[src/rtl/blind_pixel_pkg.sv]
`default_nettype none
// ============================================================================
// Module   : blind_pixel_pkg
// Purpose  : Shared definitions for the blind-pixel detect and correction
//            stages: table layout, detect FSM encoding and correction modes.
// Ports    : none (package)
// Revision : 1.0 - initial release
// ============================================================================
package blind_pixel_pkg;

    // Table RAM layout: address 0 holds the entry count, entries follow it.
    localparam int ADDR_WIDTH = 8;
    localparam int WORD_WIDTH = 32;
    localparam logic [ADDR_WIDTH-1:0] COUNT_ADDR       = 8'd0;
    localparam logic [ADDR_WIDTH-1:0] FIRST_ENTRY_ADDR = 8'd1;

    // Detect FSM state encoding.
    typedef enum logic [1:0] {
        IDLE  = 2'd0,
        ARMED = 2'd1,
        SCAN  = 2'd2,
        WRCNT = 2'd3
    } detect_state_t;

    // Correction-stage mode encoding, kept here so both stages agree.
    typedef enum logic [1:0] {
        CORR_BYPASS    = 2'd0,
        CORR_REPLICATE = 2'd1,
        CORR_AVERAGE   = 2'd2,
        CORR_MARK      = 2'd3
    } corr_mode_t;

endpackage
`default_nettype wire

[src/rtl/blind_pixel_classify.sv]
`default_nettype none
// ============================================================================
// Module   : blind_pixel_classify
// Purpose  : Threshold comparator flagging a pixel outside the good window.
// Ports    : data_i        - pixel value
//            thresh_low_i  - lowest good value (inclusive)
//            thresh_high_i - highest good value (inclusive)
//            blind_o       - pixel is outside [low, high]
// Revision : 1.0 - initial release
// ============================================================================
module blind_pixel_classify
    import blind_pixel_pkg::*;
#(
    parameter int DATA_WIDTH = 14
) (
    input  logic [DATA_WIDTH-1:0] data_i,
    input  logic [DATA_WIDTH-1:0] thresh_low_i,
    input  logic [DATA_WIDTH-1:0] thresh_high_i,
    output logic                  blind_o
);

    // With an inverted window (low > high) every value fails one of the two
    // compares, so "all pixels blind" falls out without a special case.
    assign blind_o = (data_i < thresh_low_i) || (data_i > thresh_high_i);

endmodule
`default_nettype wire

[src/rtl/blind_pixel_detect.sv]
`default_nettype none
// ============================================================================
// Module   : blind_pixel_detect
// Purpose  : Calibration-time writer of the blind-pixel table. Passes the
//            video stream through with zero latency; when armed it scans one
//            frame, writes blind pixel indices to table addresses 1..N in
//            ascending order and finally writes the count N to address 0.
// Ports    : clk, rst                 - clock, synchronous active-high reset
//            ram_write/address/writedata - table RAM write port
//            reg_start, reg_thresh_*  - arm pulse and good-pixel window
//            reg_busy/done/overflow/count - status
//            din_*  / dout_*          - stream sink / source (pass-through)
// Revision : 1.0 - initial release
// ============================================================================
module blind_pixel_detect
    import blind_pixel_pkg::*;
#(
    parameter int DATA_WIDTH  = 14,
    parameter int MAX_ENTRIES = 255
) (
    input  logic                  clk,
    input  logic                  rst,
    // table RAM write port
    output logic                  ram_write,
    output logic [ADDR_WIDTH-1:0] ram_address,
    output logic [WORD_WIDTH-1:0] ram_writedata,
    // control / status registers
    input  logic                  reg_start,
    input  logic [DATA_WIDTH-1:0] reg_thresh_low,
    input  logic [DATA_WIDTH-1:0] reg_thresh_high,
    output logic                  reg_busy,
    output logic                  reg_done,
    output logic                  reg_overflow,
    output logic [ADDR_WIDTH-1:0] reg_count,
    // stream sink
    input  logic [DATA_WIDTH-1:0] din_data,
    input  logic                  din_valid,
    input  logic                  din_startofpacket,
    input  logic                  din_endofpacket,
    output logic                  din_ready,
    // stream source
    output logic [DATA_WIDTH-1:0] dout_data,
    output logic                  dout_valid,
    output logic                  dout_startofpacket,
    output logic                  dout_endofpacket,
    input  logic                  dout_ready
);

    localparam logic [ADDR_WIDTH-1:0] c_MAX_ENTRIES = ADDR_WIDTH'(MAX_ENTRIES);

    detect_state_t         state_q;
    logic [31:0]           pix_cnt_q;
    logic [ADDR_WIDTH-1:0] entry_cnt_q;
    logic                  ram_write_q;
    logic [ADDR_WIDTH-1:0] ram_address_q;
    logic [WORD_WIDTH-1:0] ram_writedata_q;
    logic                  busy_q;
    logic                  done_q;
    logic                  overflow_q;
    logic [ADDR_WIDTH-1:0] count_q;

    logic                  w_blind;
    logic                  w_take;
    logic [31:0]           pix_idx_d;

    // Zero-latency pass-through; the block never stalls the stream.
    assign dout_data          = din_data;
    assign dout_valid         = din_valid;
    assign dout_startofpacket = din_startofpacket;
    assign dout_endofpacket   = din_endofpacket;
    assign din_ready          = dout_ready;

    blind_pixel_classify #(
        .DATA_WIDTH    (DATA_WIDTH)
    ) u_classify (
        .data_i        (din_data),
        .thresh_low_i  (reg_thresh_low),
        .thresh_high_i (reg_thresh_high),
        .blind_o       (w_blind)
    );

    // A beat is classified in SCAN, or in ARMED when it opens a packet.
    // Any SOP restarts indexing at 0, including one arriving mid-scan.
    assign w_take    = din_valid && dout_ready &&
                       ((state_q == SCAN) || ((state_q == ARMED) && din_startofpacket));
    assign pix_idx_d = din_startofpacket ? 32'd0 : pix_cnt_q;

    always_ff @(posedge clk) begin
        if (rst) begin
            state_q         <= IDLE;
            pix_cnt_q       <= '0;
            entry_cnt_q     <= '0;
            ram_write_q     <= 1'b0;
            ram_address_q   <= '0;
            ram_writedata_q <= '0;
            busy_q          <= 1'b0;
            done_q          <= 1'b0;
            overflow_q      <= 1'b0;
            count_q         <= '0;
        end else begin
            ram_write_q <= 1'b0;
            case (state_q)
                IDLE: begin
                    if (reg_start) begin
                        state_q     <= ARMED;
                        done_q      <= 1'b0;
                        overflow_q  <= 1'b0;
                        entry_cnt_q <= '0;
                        busy_q      <= 1'b1;
                    end
                end
                ARMED, SCAN: begin
                    if (w_take) begin
                        pix_cnt_q <= pix_idx_d + 32'd1;
                        if (w_blind) begin
                            if (entry_cnt_q < c_MAX_ENTRIES) begin
                                ram_write_q     <= 1'b1;
                                ram_address_q   <= entry_cnt_q + FIRST_ENTRY_ADDR;
                                ram_writedata_q <= pix_idx_d;
                                entry_cnt_q     <= entry_cnt_q + 8'd1;
                            end else begin
                                overflow_q <= 1'b1;
                            end
                        end
                        // The entry write for a blind EOP beat lands during
                        // the WRCNT cycle; the count write follows after it.
                        state_q <= din_endofpacket ? WRCNT : SCAN;
                    end
                end
                WRCNT: begin
                    ram_write_q     <= 1'b1;
                    ram_address_q   <= COUNT_ADDR;
                    ram_writedata_q <= {{(WORD_WIDTH-ADDR_WIDTH){1'b0}}, entry_cnt_q};
                    count_q         <= entry_cnt_q;
                    done_q          <= 1'b1;
                    busy_q          <= 1'b0;
                    state_q         <= IDLE;
                end
                default: state_q <= IDLE;
            endcase
        end
    end

    assign ram_write     = ram_write_q;
    assign ram_address   = ram_address_q;
    assign ram_writedata = ram_writedata_q;
    assign reg_busy      = busy_q;
    assign reg_done      = done_q;
    assign reg_overflow  = overflow_q;
    assign reg_count     = count_q;

endmodule
`default_nettype wire

[config.mk]
export PLATFORM = sky130hd
export DESIGN_NAME = blind_pixel_detect
export DESIGN_NICKNAME = d
export VERILOG_FILES = /design/src/rtl/blind_pixel_pkg.sv /design/src/rtl/blind_pixel_classify.sv /design/src/rtl/blind_pixel_detect.sv
export SDC_FILE = /design/constraint.sdc
export NUM_CORES = 1
export LEC_CHECK = 0
export CELL_PAD_IN_SITES_DETAIL_PLACEMENT = 0
export CELL_PAD_IN_SITES_GLOBAL_PLACEMENT = 2
export CORE_ASPECT_RATIO = 0.8
export CORE_UTILIZATION = 37
export DETAILED_ROUTE_END_ITERATION = 7
export DONT_BUFFER_PORTS = 1
export PLACE_DENSITY = 0.76
export SLEW_MARGIN = 0
export SYNTH_ARGS = -nofsm -noshare
export SYNTH_HDL_FRONTEND = slang
export SYNTH_SLANG_ARGS = --single-unit
[constraint.sdc]
create_clock -name clk -period 4.6 [get_ports clk]
set_input_delay 1.38 -clock clk [delete_from_list [all_inputs] [get_ports clk]]
set_output_delay 1.38 -clock clk [all_outputs]
set_load 0.005 [all_outputs]
==> run metrics, run 1 <==
status=complete, no violations; via count=4405; reg2reg start=state_q[0]$_SDFFE_PP0P_; cell mode on critical path=a21oi_1; Finished Layout Cells=787; Fmax achieved=297.2 MHz; Synthesized Nets=726; Cells after DPL=772; Vias/cell=5.597; WL met2=5769 um; Mapped Area=0.005251 sq mm; multiplexer area fraction after synthesis=1.716%; I/O Buffers=0; post-synthesis simple-gate area fraction=23.18%; clock skew=0.008963 ns; Post-Synth XOR/XNOR Area=4.003%; width of the die=135.2 um; drt first-iter violations=348; area added between synthesis and finish=5.123%; CP Data Arrival Time=3.61 ns; Seq cells post-synth=94; Relative slew margins=24.74%; clock root cell=clkbuf_16; Post-CTS Setup Inserts=0; GPL Wtd Cong=0.8107; Post-Synth Adder-Cell Area=8.101%; Most used DFF post-synth=dfxtp_1; IO Pins=119; crit path from=reg_thresh_high[12]; PwrDens=305.2 mW/mm^2; area of the multi-input gates=0.002940 sq mm; die height=108.6 um; # clock sinks=94; Final Cycle Share=73.14%; CP max stage delay=0.38 ns; PostCTS Resize Cnt=0; final WL=13790 um; number of synthesized flops with an enable pin=0; minimum clock period=3.365 ns; Fin. Hold Viols=0; hold_ws=0.4874 ns; Syn. warnings=0; worst path cell trace=inv_1, ha_1, a21oi_1, nand2_1, a211o_1, o21a_1, o21ai_4, buf_4, a21oi_1, a41o_1; dpl ws=0.8692 ns; met1 wire length=7098 um; worst-skew pair later-pin latency=0.35 ns; delay-heaviest family, CP=compound AO/OA/AOI/OAI gates; Fillers=1403; Max-Cap Viols=0; # setup viols final=0; HP Start=ram_address[3]$_SDFFE_PP0P_; core area=0.01369 sq mm; register area=0.001882 sq mm; sequential area share after synthesis=35.84%; drt pass-1 iters=6; crit path launch type=input pin; fraction of layout cells with a size suffix above 1=6.096%; Cell variety after synth=62; post-layout instance area=0.005520 sq mm; cell count after synthesis=643; largest net degree at the start of global routing=65; # nets final=686; largest family of logic cells by synthesized area=simple AND/OR/NAND/NOR gates; number of antenna violations at the first check in global routing=0; CP Class=input pin to flop; Hold Path Class=flop to flop; CTS Buf Count=9; post-route ant nets=0; Max clock buf depth=2; Clock transition at path regs=0.07 ns; RSZ-0062 raised after global routing=no; Cell Rows=38; Slew Limit Fails=0; routed length per instance=17.52 um; Buf/Inv on CP=2; Remaining Overflow, GRT=0; DP HPWL=9747 um; CP max FO=24; asr flop ratio synth=0%; H-Tree Depth=3; metal3 WL=803 um; max layer used=met4; global-route wire length before repair=21760 um; DRC viols=0; n_diodes=0; post-synthesis average cell area=8.167 sq um; VDD IR max=0.1783 mV; Critical-path top delay cell=o21ai_4; CP Capture Type=flop; Initial Utilization=38.35%; CTS tree=yes; Final Worst Setup Slack=1.235 ns; vias in the first global route=3965; CP Data Required Time=4.84 ns; Leak=2.259 nW; Tot GR Track Use=19.33%; Synth Area in Compound Gates=18.63%; placed inst area=0.005231 sq mm; Die Area=0.01468 sq mm; Worst Max-Slew Pin Slew=1.129 ns; post-cts hold buffer count=0; final setup TNS=0 ns
cells in the mapped netlist (4+ instances only):
master	instances	area share [%]
dfxtp_1	94	36
nand2_1	81	5.8
nor2_1	65	4.6
a21oi_1	49	4.7
inv_1	36	2.6
clkbuf_1	34	2.4
ha_1	34	8.1
a41o_1	25	4.8
nor3_1	23	2.2
buf_4	19	2.7
nand3_1	17	1.6
o21ai_0	14	1.3
nand4_1	13	1.5
xnor2_1	12	2.0
xor2_1	12	2.0
and3_1	11	1.3
mux2i_1	9	1.7
a222oi_1	8	1.5
nand2b_1	7	0.83
a211oi_1	6	0.86
o21a_1	5	0.71
o2bb2ai_1	5	0.83
and2_1	4	0.48
nor2b_1	4	0.48
final timing paths:
path                               endpoint  slack [ns]  cells after the start
min             ram_address[3]$_SDFFE_PP0P_        0.49                      1
max          ram_writedata[17]$_SDFFE_PP0P_        1.24                     10
min reg2reg     ram_address[3]$_SDFFE_PP0P_        0.49                      1
max reg2reg      pix_cnt_q[31]$_SDFFE_PP0P_        1.44                      9
final cells by class:
cell class	count	share of cell area (%)
Sequential cell	94	34.09
Inverter	37	2.516
Timing Repair Buffer	6	0.8160
Tap cell	180	4.080
Clock inverter	5	1.088
Multi-Input combinational cell	455	53.26
Clock buffer	10	4.148
layout by cell type (no fill, tap or decap), drive strengths merged, types with 4 or more instances in the layout:
master	instances
dfxtp	94
nand2	81
nor2	65
a21oi	49
inv	37
ha	34
a41o	25
nor3	23
nand3	17
o21ai	16
nand4	14
and3	14
xor2	12
xnor2	12
clkbuf	10
mux2i	9
a222oi	8
nand2b	7
a211oi	6
buf	6
o21a	5
o2bb2ai	5
and2	5
nor2b	4
or3	4
per-layer routing:
layer,vias up,global-route usage (%)
met4,0,5.056
met2,132,27.88
li1,2189,-
met3,7,5.063
met5,-,0
met1,2077,28.03
registers in the layout (all words and copies together) (netlist names):
register and cells:
entry_cnt_q 8, pix_cnt_q 32, ram_write 1, state_q 2
reg_busy 1, ram_address 8, reg_count 8, reg_overflow 1
reg_done 1, ram_writedata 32
power breakdown:
group / switching (W) / internal, W
Combinational: 0.0000736 / 0.0000430
Clock: 0.000325 / 0.000421
Sequential: 0.00000504 / 0.000818
Total: 0.000403 / 0.00128
cells by family after synthesis:
family                     count (synthesis)
DFF                                       94
adders and majority gates                 34
AOI/OAI and AO/OA                        138
xor gates and xnor gates                  24
muxes                                      9
and+or+nand+nor                          250
buffers and inverters                     94
through the flow:
step,power (W),utilization [%]
4_1_cts,0.001710,40.31
2_1_floorplan,0.0009508,-
3_3_place_gp,0.0009557,38.20
5_1_grt,0.001759,40.31
3_5_place_dp,0.0009581,38.20
6_report,0.001685,40.31
(Power assumes the default switching activity.)
==> run 2, diff against run 1 <==
- CORE_UTILIZATION: 37 -> 33
- PLACE_DENSITY: 0.76 -> 0.71
- clock period: 4.6 -> 2.9 ns (I/O delays scaled with it)
==> run 2 against run 1 <==
- total power grew 57%
- routed wire length up 7.4%
- global-route usage decreased by 0.74 points
- sequential cell count unchanged
- first-iteration DRC count fell by 26%
- sequential power rose by 58%
- register-to-register slack got worse by 1.2 ns
- final area increased by 6.3%
- non-clock buffer count increased by 36
- critical path depth up 1
- hold slack got worse by 0.0054 ns
==> run metrics, run 2 (synthesized netlist as in run 1, its figures left out) <==
clock skew=0.008710 ns; area of the multi-input gates=0.002973 sq mm; placed inst area=0.005570 sq mm; area added between synthesis and finish=11.79%; largest net degree at the start of global routing=65; R2R cell count=9; Fmax achieved=366.4 MHz; H-Tree Depth=3; routed length per instance=17.34 um; IO Pins=119; CP Capture Type=flop; # nets final=722; Crit Reg-Reg Endpoint=pix_cnt_q[31]$_SDFFE_PP0P_; Worst R2R Setup Slack=0.20 ns; drt first-iter violations=259; CP Data Arrival Time=2.95 ns; VDD IR max=0.2934 mV; Cell Rows=40; Max clock buf depth=2; DP HPWL=11030 um; post-cts hold buffer count=0; clock root cell=clkbuf_16; fraction of layout cells with a size suffix above 1=12.11%; # setup viols final=0; post-route ant nets=0; vias in the first global route=4281; RSZ-0062 raised after global routing=no; Setup crit end=ram_writedata[3]$_SDFFE_PP0P_; drt pass-1 iters=6; most common cell after layout, fill and taps aside=dfxtp_1; Fillers=1614; CP Data Required Time=3.12 ns; CP max FO=11; width of the die=143.0 um; Fin. Hold Viols=0; core area=0.01526 sq mm; GPL Wtd Cong=0.7689; PwrDens=450.5 mW/mm^2; Max-Cap Viols=0; Initial Utilization=34.40%; final WL=14810 um; CP Class=input pin to flop; register area=0.001882 sq mm; Vias/cell=5.321; DRC viols=0; reg2reg start=state_q[0]$_SDFFE_PP0P_; n_diodes=0; Hold Path Class=flop to flop; worst-skew pair later-pin latency=0.35 ns; Leak=2.440 nW; # clock sinks=94; Tot GR Track Use=18.59%; die height=114.8 um; via count=4544; minimum clock period=2.729 ns; Clock transition at path regs=0.07 ns; Relative slew margins=61.12%; Worst Max-Slew Pin Slew=0.5819 ns; I/O Buffers=0; CTS Buf Count=9; status=complete, no violations; Final Cycle Share=94.11%; crit path from=reg_thresh_low[9]; global-route wire length before repair=23250 um; number of antenna violations at the first check in global routing=0; Layout Utilization=38.46%; Die Area=0.01642 sq mm; Remaining Overflow, GRT=0; CTS tree=yes; most frequent cells in the layout=dfxtp_1, nand2_1, nor2_1, a21oi_1, buf_4; crit path launch type=input pin; Slew Limit Fails=0; post-layout instance area=0.005871 sq mm
[run 2: metal layers]
layer  GRT usage [%]  routed length [um]  part of all wire, %
met5               0                   0                    0
met4           6.595                 196                  1.3
met3           5.206                1138                  7.7
met2           26.80                6053                   41
met1           26.25                7421                   50
[run 2: stage by stage]
stage | instances | total power (W) | worst slack, ns | TNS, ns | hold slack (ns)
2_1_floorplan | 643 | 0.001511 | -0.3038 | -0.7142 | 0.4528
3_5_place_dp | 837 | 0.001549 | -0.2455 | -6.665 | 0.4787
5_1_grt | 854 | 0.002760 | 0.01362 | 0 | 0.5055
6_report | 854 | 0.002645 | 0.1707 | 0 | 0.4820
3_3_place_gp | 837 | 0.001543 | -0.1912 | -5.548 | 0.4809
4_1_cts | 853 | 0.002680 | 0.1247 | 0 | 0.4903
[run 2: cell type report]
cell class              instances  area share [%]
multi-input cells             455           50.64
flip-flops and latches         94           32.05
repair buffers                 42           5.797
well taps                     210           4.476
clock buffers                  10           3.900
inverters                      37           2.366
clock inverters                 6          0.7673
[run 2: worst min-delay path by stage]
stage | start | cells past startpoint | slack [ns] | endpoint
2_1_floorplan | pix_cnt_q[1]$_SDFFE_PP0P_ | 2 | 0.45 | pix_cnt_q[1]$_SDFFE_PP0P_
3_3_place_gp | ram_address[5]$_SDFFE_PP0P_ | 1 | 0.48 | ram_address[5]$_SDFFE_PP0P_
3_5_place_dp | ram_address[6]$_SDFFE_PP0P_ | 1 | 0.48 | ram_address[6]$_SDFFE_PP0P_
4_1_cts | ram_address[6]$_SDFFE_PP0P_ | 1 | 0.49 | ram_address[6]$_SDFFE_PP0P_
5_1_grt | ram_address[3]$_SDFFE_PP0P_ | 1 | 0.51 | ram_address[3]$_SDFFE_PP0P_
6_report | ram_address[6]$_SDFFE_PP0P_ | 1 | 0.48 | ram_address[6]$_SDFFE_PP0P_
[run 2: critical path, stage by stage]
cell      delay [ns]
inv_1           0.02
ha_1            0.31
a21oi_1         0.14
o21ai_0         0.11
a221oi_2        0.31
o41a_1          0.27
buf_4           0.14
o21ai_4         0.10
buf_12          0.17
a222oi_1        0.42
nor3_1          0.08
[run 2: repair_timing]
item / CTS / global route
gates resized for setup: 0 / 1
setup endpoints to repair: 0 / 9
buffers inserted: 0 / 1
[run 2: power by group]
group          internal [W]  switching (W)
sequential          0.00130     0.00000713
clock              0.000586       0.000536
combinational     0.0000898       0.000129
total               0.00197       0.000672
